`src/rtl/cam_ctrl_pkg.sv`:
```
// rtl/cam_ctrl_pkg.sv - shared types and defaults for the camera exposure/readout control
package cam_ctrl_pkg;

   typedef enum logic [1:0] {IDLE, EXPOSE, READ} state_t;
   typedef enum logic [1:0] {PRE, CONV, POST, GAP} phase_t;

   localparam int NUM_ROWS_DEF   = 2;
   localparam int EXP_W_DEF      = 5;
   localparam int ADC_CYCLES_DEF = 1;

   // Index width that never collapses to zero bits for a single-row array.
   function automatic int idx_w(input int n);
      return (n > 1) ? $clog2(n) : 1;
   endfunction

endpackage

```
`src/rtl/exposure_readout_ctrl_if.sv`:
```
// rtl/exposure_readout_ctrl_if.sv - frame request/status and pixel-array drive bundle
interface exposure_readout_ctrl_if #(
   parameter int NUM_ROWS = cam_ctrl_pkg::NUM_ROWS_DEF,
   parameter int EXP_W    = cam_ctrl_pkg::EXP_W_DEF
);
   localparam int ROW_W = cam_ctrl_pkg::idx_w(NUM_ROWS);

   logic                Init;
   logic [EXP_W-1:0]    ExpTime;
   logic                Abort;
   logic                Erase;
   logic                Expose;
   logic [NUM_ROWS-1:0] NRE;
   logic                ADC;
   logic                Busy;
   logic                Done;
   logic [ROW_W-1:0]    RowIdx;

   modport master (
      output Init, ExpTime, Abort,
      input  Erase, Expose, NRE, ADC, Busy, Done, RowIdx
   );

   modport slave (
      input  Init, ExpTime, Abort,
      output Erase, Expose, NRE, ADC, Busy, Done, RowIdx
   );

endinterface

```
`src/rtl/exposure_readout_ctrl_cycle_timer.sv`:
```
// rtl/exposure_readout_ctrl_cycle_timer.sv - loadable saturating down-counter with zero flag
module cycle_timer #(
   parameter int W = 5
) (
   input  logic         Clk,
   input  logic         Reset,
   input  logic         Load,
   input  logic [W-1:0] LoadVal,
   input  logic         Dec,
   output logic         Zero
);
   logic [W-1:0] count;

   always_ff @(posedge Clk) begin
      if (Reset)
         count <= '0;
      else if (Load)
         count <= LoadVal;
      else if (Dec && count != '0)
         count <= count - W'(1);
   end

   assign Zero = (count == '0);

endmodule

```
`src/rtl/exposure_readout_ctrl.sv`:
```
// rtl/exposure_readout_ctrl.sv - erase/expose/row-readout sequencer for the pixel array
module exposure_readout_ctrl
   import cam_ctrl_pkg::*;
#(
   parameter int NUM_ROWS   = NUM_ROWS_DEF,
   parameter int EXP_W      = EXP_W_DEF,
   parameter int ADC_CYCLES = ADC_CYCLES_DEF
) (
   input  logic Clk,
   input  logic Reset,
   exposure_readout_ctrl_if.slave bus
);
   localparam int ROW_W = idx_w(NUM_ROWS);
   localparam int PH_W  = $clog2(ADC_CYCLES + 1);
   localparam logic [ROW_W-1:0] LAST_ROW  = ROW_W'(NUM_ROWS - 1);
   localparam logic [PH_W-1:0]  CONV_LOAD = PH_W'(ADC_CYCLES - 1);

   state_t            state, state_n;
   phase_t            phase, phase_n;
   logic [ROW_W-1:0]  row, row_n;
   logic              exp_load, exp_dec, exp_zero;
   logic              conv_load, conv_dec, conv_zero;
   logic              done_n;
   logic [NUM_ROWS-1:0] nre_n;
   logic [EXP_W-1:0]  exp_load_val;

   // Timer holds remaining cycles after the current one, so a request of 0 behaves as 1.
   assign exp_load_val = (bus.ExpTime == '0) ? '0 : bus.ExpTime - EXP_W'(1);

   cycle_timer #(.W(EXP_W)) u_exp_timer (
      .Clk     (Clk),
      .Reset   (Reset),
      .Load    (exp_load),
      .LoadVal (exp_load_val),
      .Dec     (exp_dec),
      .Zero    (exp_zero)
   );

   cycle_timer #(.W(PH_W)) u_conv_timer (
      .Clk     (Clk),
      .Reset   (Reset),
      .Load    (conv_load),
      .LoadVal (CONV_LOAD),
      .Dec     (conv_dec),
      .Zero    (conv_zero)
   );

   always_ff @(posedge Clk) begin
      if (Reset) begin
         state <= IDLE;
         phase <= PRE;
         row   <= '0;
      end else begin
         state <= state_n;
         phase <= phase_n;
         row   <= row_n;
      end
   end

   always_comb begin
      state_n   = state;
      phase_n   = phase;
      row_n     = row;
      exp_load  = 1'b0;
      exp_dec   = 1'b0;
      conv_load = 1'b0;
      conv_dec  = 1'b0;
      done_n    = 1'b0;
      nre_n     = '1;

      case (state)
         IDLE: begin
            if (bus.Init && !bus.Abort) begin
               state_n  = EXPOSE;
               exp_load = 1'b1;
            end
         end
         EXPOSE: begin
            if (bus.Abort) begin
               state_n = IDLE;
            end else if (exp_zero) begin
               state_n = READ;
               phase_n = PRE;
               row_n   = '0;
            end else begin
               exp_dec = 1'b1;
            end
         end
         READ: begin
            if (bus.Abort) begin
               state_n = IDLE;
               phase_n = PRE;
               row_n   = '0;
            end else begin
               case (phase)
                  PRE: begin
                     phase_n   = CONV;
                     conv_load = 1'b1;
                  end
                  CONV: begin
                     if (conv_zero)
                        phase_n = POST;
                     else
                        conv_dec = 1'b1;
                  end
                  POST: phase_n = GAP;
                  GAP: begin
                     // Row only advances below the last row, so it can never wrap.
                     if (row == LAST_ROW) begin
                        state_n = IDLE;
                        phase_n = PRE;
                        row_n   = '0;
                        done_n  = 1'b1;
                     end else begin
                        phase_n = PRE;
                        row_n   = row + ROW_W'(1);
                     end
                  end
               endcase
            end
         end
         default: begin
            state_n = IDLE;
            phase_n = PRE;
            row_n   = '0;
         end
      endcase

      if (state_n == READ && phase_n != GAP)
         nre_n[row_n] = 1'b0;
   end

   // Outputs are registered copies of the decode of the next state.
   always_ff @(posedge Clk) begin
      if (Reset) begin
         bus.Erase  <= 1'b1;
         bus.Expose <= 1'b0;
         bus.NRE    <= '1;
         bus.ADC    <= 1'b0;
         bus.Busy   <= 1'b0;
         bus.Done   <= 1'b0;
         bus.RowIdx <= '0;
      end else begin
         bus.Erase  <= (state_n == IDLE);
         bus.Expose <= (state_n == EXPOSE);
         bus.NRE    <= nre_n;
         bus.ADC    <= (state_n == READ) && (phase_n == CONV);
         bus.Busy   <= (state_n != IDLE);
         bus.Done   <= done_n;
         bus.RowIdx <= (state_n == READ) ? row_n : '0;
      end
   end

endmodule

```
`src/flat_wrapper.sv`:
```
// flat-port wrapper written by rule: the top's interface ports become plain ports
module exposure_readout_ctrl_flat import cam_ctrl_pkg::*;
#(
   parameter int NUM_ROWS   = NUM_ROWS_DEF,
   parameter int EXP_W      = EXP_W_DEF,
   parameter int ADC_CYCLES = ADC_CYCLES_DEF
)
  (Clk, Reset, bus_Init, bus_ExpTime, bus_Abort, bus_Erase, bus_Expose, bus_NRE, bus_ADC, bus_Busy, bus_Done, bus_RowIdx);
  exposure_readout_ctrl_if #(.NUM_ROWS(NUM_ROWS), .EXP_W(EXP_W)) bus_i ();
  input  logic Clk;
  input  logic Reset;
  input wire logic [$bits(bus_i.Init)-1:0] bus_Init;
  input wire logic [$bits(bus_i.ExpTime)-1:0] bus_ExpTime;
  input wire logic [$bits(bus_i.Abort)-1:0] bus_Abort;
  output wire logic [$bits(bus_i.Erase)-1:0] bus_Erase;
  output wire logic [$bits(bus_i.Expose)-1:0] bus_Expose;
  output wire logic [$bits(bus_i.NRE)-1:0] bus_NRE;
  output wire logic [$bits(bus_i.ADC)-1:0] bus_ADC;
  output wire logic [$bits(bus_i.Busy)-1:0] bus_Busy;
  output wire logic [$bits(bus_i.Done)-1:0] bus_Done;
  output wire logic [$bits(bus_i.RowIdx)-1:0] bus_RowIdx;
  assign bus_i.Init = bus_Init;
  assign bus_i.ExpTime = bus_ExpTime;
  assign bus_i.Abort = bus_Abort;
  assign bus_Erase = bus_i.Erase;
  assign bus_Expose = bus_i.Expose;
  assign bus_NRE = bus_i.NRE;
  assign bus_ADC = bus_i.ADC;
  assign bus_Busy = bus_i.Busy;
  assign bus_Done = bus_i.Done;
  assign bus_RowIdx = bus_i.RowIdx;
  exposure_readout_ctrl #(.NUM_ROWS(NUM_ROWS), .EXP_W(EXP_W), .ADC_CYCLES(ADC_CYCLES)) u_core (.Clk(Clk), .Reset(Reset), .bus(bus_i));
endmodule
```
`config.mk`:
```
export PLATFORM = sky130hd
export DESIGN_NAME = exposure_readout_ctrl_flat
export DESIGN_NICKNAME = d
export VERILOG_FILES = /design/src/rtl/cam_ctrl_pkg.sv /design/src/rtl/exposure_readout_ctrl_if.sv /design/src/rtl/exposure_readout_ctrl_cycle_timer.sv /design/src/rtl/exposure_readout_ctrl.sv /design/src/flat_wrapper.sv
export SDC_FILE = /design/constraint.sdc
export NUM_CORES = 1
export LEC_CHECK = 0
export ABC_CLOCK_PERIOD_IN_PS = 3200
export BUFFER_PORTS_ARGS = -buffer_cell sky130_fd_sc_hd__buf_2
export CORE_AREA = 2 2 46 48
export CTS_BUF_LIST = sky130_fd_sc_hd__clkbuf_4 sky130_fd_sc_hd__clkbuf_8
export DETAILED_ROUTE_END_ITERATION = 6
export DIE_AREA = 0 0 48 50
export PLACE_DENSITY_LB_ADDON = 0.3
export SLEW_MARGIN = 20
export SYNTH_ARGS = -nofsm -noshare
export SYNTH_HDL_FRONTEND = slang
export SYNTH_HIERARCHICAL = 1
export SYNTH_SLANG_ARGS = --single-unit
```
`constraint.sdc`:
```
create_clock -name Clk -period 3.2 [get_ports Clk]
set_input_delay 0.16 -clock Clk [delete_from_list [all_inputs] [get_ports Clk]]
set_output_delay 0.16 -clock Clk [all_outputs]
set_load 0.05 [all_outputs]
```
==> results of run 1 <==
worst reg2reg max path: stages (launching register included):
cell,delay (ns)
dfxtp_1,0.34
inv_1,0.07
ha_1,0.21
or4b_1,0.32
inv_1,0.10
nand2b_1,0.19
nor3_1,0.15
buf_4,0.19
nand2_1,0.09
or3_1,0.35
a221oi_1,0.24
how the worst max path moves through the flow:
stage	startpoint	endpoint	slack (ns)	depth (start not counted)
2_1_floorplan	u_core/u_exp_timer/count[0]	u_core/u_exp_timer/count[2]	0.78	10
3_3_place_gp	u_core/u_exp_timer/count[0]	u_core/u_exp_timer/count[2]	0.96	10
3_5_place_dp	u_core/u_exp_timer/count[0]	u_core/u_exp_timer/count[2]	0.87	10
4_1_cts	u_core/u_exp_timer/count[0]	u_core/u_exp_timer/count[2]	0.83	10
5_1_grt	u_core/u_exp_timer/count[0]	u_core/u_exp_timer/count[2]	0.61	10
6_report	u_core/u_exp_timer/count[0]	u_core/u_exp_timer/count[2]	0.85	10
sequential cells by signal, indices dropped and copies added (netlist names):
register / cells
u_core/phase: 2
u_core/bus.RowIdx: 1
u_core/bus.NRE: 2
u_core/bus.Erase: 1
u_core/u_exp_timer/count: 5
u_core/row: 1
u_core/bus.Expose: 1
u_core/state: 2
u_core/bus.Busy: 1
u_core/u_conv_timer/count: 1
u_core/bus.ADC: 1
u_core/bus.Done: 1
cell families after synthesis:
family,share of synthesized area
AOI/OAI and AO/OA,0.227
xor gates and xnor gates,0.00846
and+or+nand+nor,0.265
muxes,0.0205
adders and majority gates,0.0242
buffers and inverters,0.0845
DFF,0.367
other,0.00362
through the flow:
stage	area, µm²	utilization	std cells	total power (W)
floorplan	1040	-	118	0.000317
global placement	1120	0.588	157	0.000332
detailed placement	1120	0.588	157	0.000334
CTS	1150	0.604	161	0.000460
global route	1150	0.604	161	0.000481
finish	1150	0.604	161	0.000457
layout make-up:
| type | count | share of cell area |
|---|---|---|
| clock buffers | 4 | 0.0261 |
| inverters | 11 | 0.0359 |
| multi-input cells | 82 | 0.495 |
| flip-flops and latches | 19 | 0.331 |
| well taps | 27 | 0.0294 |
| repair buffers | 18 | 0.0828 |
per-layer routing:
| layer | wire length (µm) | vias up |
|---|---|---|
| li1 | - | 454 |
| met4 | 0 | 0 |
| met3 | 71 | 0 |
| met2 | 850 | 17 |
| met1 | 861 | 394 |
| met5 | 0 | - |
cells in the final DEF (no fill, tap or decap), types with 2 or more instances in the layout:
| cell | count |
|---|---|
| nor3_1 | 9 |
| nand2b_1 | 3 |
| nor2_1 | 11 |
| inv_1 | 11 |
| o21ai_0 | 4 |
| nand2_1 | 6 |
| nand3_1 | 5 |
| buf_4 | 2 |
| ha_1 | 2 |
| a221oi_1 | 2 |
| dfxtp_1 | 19 |
| a21oi_1 | 7 |
| clkbuf_4 | 4 |
| buf_2 | 16 |
| a2111oi_2 | 2 |
| a311oi_1 | 2 |
power by group:
group	internal (W)	leakage, nW	switching (W)
logic	0.0000296	0.287	0.0000490
clock network	0.0000568	0.0184	0.0000706
registers	0.000245	0.155	0.00000634
total	0.000331	0.460	0.000126
==> results.json, run 1 <==
{
  "status": "completed",
  "critPathMaxFanout": 7,
  "multiInputGateArea_um2": 568,
  "vias_per_cell": 5.37,
  "finalSetupViolCount": 0,
  "cts_tree": "yes",
  "synthTopCellsByCount": "19 x dfxtp_1, 11 x inv_1, 11 x nor2_1, 9 x nor3_1, 7 x a21oi_1",
  "hp-class": "in -> reg",
  "num_io_pins": 17,
  "vdd_ir_drop_max_mv": 0.219,
  "drc_errors": 0,
  "clk-insertion-delay-late_ns": 0.29,
  "clock_sinks": 19,
  "ys_seq_elements": 19,
  "numPortBuffers": 16,
  "rr_worst_depth": 10,
  "start_kind": "flip-flop",
  "syn_area_per_cell_um2": 8.78,
  "numCtsBuffers": 3,
  "seq_area_frac_synth": 0.367,
  "die_area_um2": 2400,
  "max_freq_mhz": 425,
  "crit_family": "simple AND/OR/NAND/NOR gates",
  "top_usage_layer": "met2",
  "start_util": 0.545,
  "synth_ff_type": "dfxtp_1",
  "fin_crit_ns": 2.35,
  "crit_top_cell": "inv_1",
  "p_leak_nw": 0.460,
  "post_cts_buffers": 0,
  "die_x_um": 48,
  "route.vias.total": 865,
  "die_height_um": 50,
  "gp_congestion": 0.824,
  "drt-initial-drc-count": 16,
  "holdWs_ns": 0.165,
  "pre_cts_ws_ns": 0.870,
  "worstPathRequired_ns": 3.40,
  "first_pass_iters": 4,
  "worstPathArrival_ns": 2.55,
  "finalHoldViolCount": 0,
  "r2r-start": "u_core/u_exp_timer/count[0]",
  "track_usage": 0.179,
  "crit_buf_inv": 3,
  "cpPeakStageDelay_ns": 0.35,
  "slew_violations": 0,
  "seq_area_um2": 380,
  "worstSetupEndpointType": "flip-flop",
  "grt.met3_usage": 0.0330,
  "n_fill_cell": 170,
  "grt_overflow": 0,
  "met1_usage": 0.234,
  "cp_cell_sequence": "inv_1, ha_1, or4b_1, inv_1, nand2b_1, nor3_1, buf_4, nand2_1, or3_1, a221oi_1",
  "cts_max_level": 1,
  "clock_skew_ns": 0.00245,
  "crit_type": "reg -> reg",
  "clk_pin_slew_ns": 0.11,
  "cts_repair_resize_count": 0,
  "cts-root-buf": "clkbuf_4",
  "synth_top_area_frac": 0.367,
  "maxCapViolCount": 0,
  "ys_async_sr_fraction": 0,
  "power_density_nw_per_um2": 398,
  "wl_um": 1780,
  "area_growth_pct": 10.9,
  "postRouteAntennaNets": 0,
  "whs_path_depth": 2,
  "r2r_slack_ns": 0.85,
  "grt_pass1_wl_um": 3190,
  "hold_end": "u_core/state[0]",
  "syn-num-nets": 129,
  "row_count": 16,
  "place_hpwl_um": 1340,
  "synth_area_leaders": "dfxtp_1 37%, nor3_1 4.3%, inv_1 4.0%, nor2_1 4.0%, a21oi_1 3.4%",
  "cts_hold_buf": 0,
  "yosys.area.top_type": "dfxtp_1",
  "wl_per_cell_um": 11.1,
  "design.core.area_um2": 1900,
  "rsz0062_at_grt": "no",
  "min_period_over_period": 0.735,
  "r2r-end": "u_core/u_exp_timer/count[2]",
  "nNetsFinal": 146,
  "yosysMostFrequentCell": "dfxtp_1",
  "synthCells": 118,
  "synth.distinct_cells": 46,
  "min_from": "bus_Abort",
  "crit_slowest_cell": "or3_1",
  "fin_ws_ns": 0.849,
  "synth_enable_flop_cells": 0,
  "drive_gt1_frac": 0.239,
  "grt_antenna_before_repair": 0,
  "clk_path_buf_depth": 2,
  "grt_max_degree": 17,
  "grt_pass1_vias": 777,
  "fin_tns_setup_ns": 0,
  "num_antenna_cells": 0,
  "ys_warn_count": 6,
  "synth_area_um2": 1040,
  "gr-usage-met2": 0.293
}
(Power assumes the default switching activity.)
==> run 2, diff against run 1 <==
Settings changed: ABC_CLOCK_PERIOD_IN_PS 3200 to 2000, CORE_AREA 2 2 46 48 to 2 2 48 50, DIE_AREA 0 0 48 50 to 0 0 50 52.
Clock period 3.2 ns to 2 ns, I/O delays scaled along.
==> results.json, run 2 (synthesis results as in run 1) <==
{
  "start_kind": "flip-flop",
  "track_usage": 0.188,
  "numPortBuffers": 16,
  "min_period_over_period": 0.964,
  "grt_pass1_wl_um": 3710,
  "clock_skew_ns": 0.00190,
  "cts_hold_buf": 0,
  "power_density_nw_per_um2": 606,
  "wl_um": 2170,
  "nNetsFinal": 153,
  "cts-root-buf": "clkbuf_4",
  "status": "completed",
  "worstSetupEndpointType": "flip-flop",
  "die_height_um": 52,
  "area_growth_pct": 22.5,
  "finalSetupViolCount": 0,
  "die_area_um2": 2600,
  "final_cell_mix": "17 x dfxtp_1, 16 x buf_2, 11 x nor2_1",
  "p_int_w": 0.000538,
  "seq_area_um2": 383,
  "rsz0062_at_grt": "yes",
  "drt-initial-drc-count": 15,
  "critPathMaxFanout": 6,
  "crit_type": "reg -> reg",
  "fin_tns_setup_ns": 0,
  "pre_cts_ws_ns": 0.0219,
  "final_common_cell": "dfxtp_1",
  "worstPathRequired_ns": 2.22,
  "pwr-share-comb": 0.218,
  "fin_area_um2": 1270,
  "clk-insertion-delay-late_ns": 0.30,
  "grt_pass1_vias": 884,
  "seqPwrFrac": 0.523,
  "wl_per_cell_um": 12.8,
  "clk_path_buf_depth": 2,
  "finalHoldViolCount": 0,
  "first_pass_iters": 4,
  "drive_gt1_frac": 0.355,
  "p_leak_nw": 0.506,
  "fin_ws_ns": 0.0718,
  "design.core.area_um2": 2110,
  "slew_violations": 0,
  "clk_pin_slew_ns": 0.11,
  "vias_per_cell": 5.51,
  "postPlaceCellArea_um2": 1190,
  "place_hpwl_um": 1540,
  "row_count": 17,
  "largest_register": "u_core/u_exp_timer/count",
  "vdd_ir_drop_max_mv": 0.307,
  "swShare": 0.300,
  "grt_max_degree": 17,
  "p_switching_w": 0.000231,
  "cts_tree": "yes",
  "drc_errors": 0,
  "postRouteAntennaNets": 0,
  "largest_reg_flops": 5,
  "cts_max_level": 1,
  "clock_power_share": 0.259,
  "grt_overflow": 0,
  "num_antenna_cells": 0,
  "numCtsBuffers": 3,
  "die_x_um": 50,
  "clock_sinks": 19,
  "max_freq_mhz": 519,
  "start_util": 0.492,
  "multiInputGateArea_um2": 628,
  "n_fill_cell": 183,
  "worstPathArrival_ns": 2.14,
  "gp_congestion": 0.815,
  "route.vias.total": 932,
  "hp-class": "in -> reg",
  "maxCapViolCount": 0,
  "fin_crit_ns": 1.93,
  "grt_antenna_before_repair": 0,
  "num_io_pins": 17,
  "finish.utilization": 0.602
}
[run 2: cell count changes in the layout (fill, tap and decap cells not counted), moves of 2 or more]
cell and delta:
buf_4 +6, dfxtp_2 +2, inv_1 -3, a311oi_2 +2
dfxtp_1 -2, a311oi_1 -2, inv_2 +2
[run 2: worst paths after layout]
path / startpoint / to / slack (ns) / cells after the start
worst min-delay path: bus_Abort / u_core/state[0] / 0.13 / 2
worst min register to register: u_core/row / u_core/bus.Done / 0.55 / 2
worst max-delay path: u_core/u_exp_timer/count[0] / u_core/u_exp_timer/count[3] / 0.07 / 9
worst max register to register: u_core/u_exp_timer/count[0] / u_core/u_exp_timer/count[3] / 0.07 / 9
[run 2: final cells by class]
type,count,area share
Timing Repair Buffer,25,0.119
Tap cell,28,0.0276
Inverter,11,0.0345
Multi-Input combinational cell,82,0.495
Sequential cell,19,0.302
Clock buffer,3,0.0178
Clock inverter,1,0.00394
[run 2: critical path: stages (launching register included)]
cell	delay (ns)
dfxtp_2	0.34
inv_2	0.08
ha_4	0.13
or4b_4	0.48
inv_4	0.07
nand2b_4	0.14
nor3_4	0.05
buf_6	0.13
and3_4	0.15
a2111oi_4	0.26
[run 2: repair_timing]
action / 4_1_cts / 5_1_grt
resized for setup: 1 / 6
endpoints found under the setup margin: 1 / 4
setup buffers: 0 / 1
[run 2: power groups by stage]
stage                     Combinational, W  Sequential, W  Clock, W
after floorplan                  0.0000912       0.000423         0
final                             0.000168       0.000402  0.000199
after global routing              0.000186       0.000404  0.000219
after detailed placement          0.000147       0.000410         0
after global placement            0.000143       0.000410         0
after CTS                         0.000151       0.000401  0.000204
[run 2: metrics by stage]
stage          hold WS (ns)  instances  total power (W)
4_1_cts               0.118        168         0.000757
3_5_place_dp          0.444        164         0.000557
3_3_place_gp          0.445        164         0.000553
5_1_grt               0.139        169         0.000809
2_1_floorplan         0.165        118         0.000514
6_report              0.134        169         0.000769
[run 2: per-layer routing]
layer | track usage | wire [µm] | up-vias
li1 | - | - | 471
met1 | 0.237 | 1050 | 431
met2 | 0.309 | 1010 | 26
met3 | 0.0287 | 78 | 4
met4 | 0.0972 | 31 | 0
met5 | 0 | 0 | -
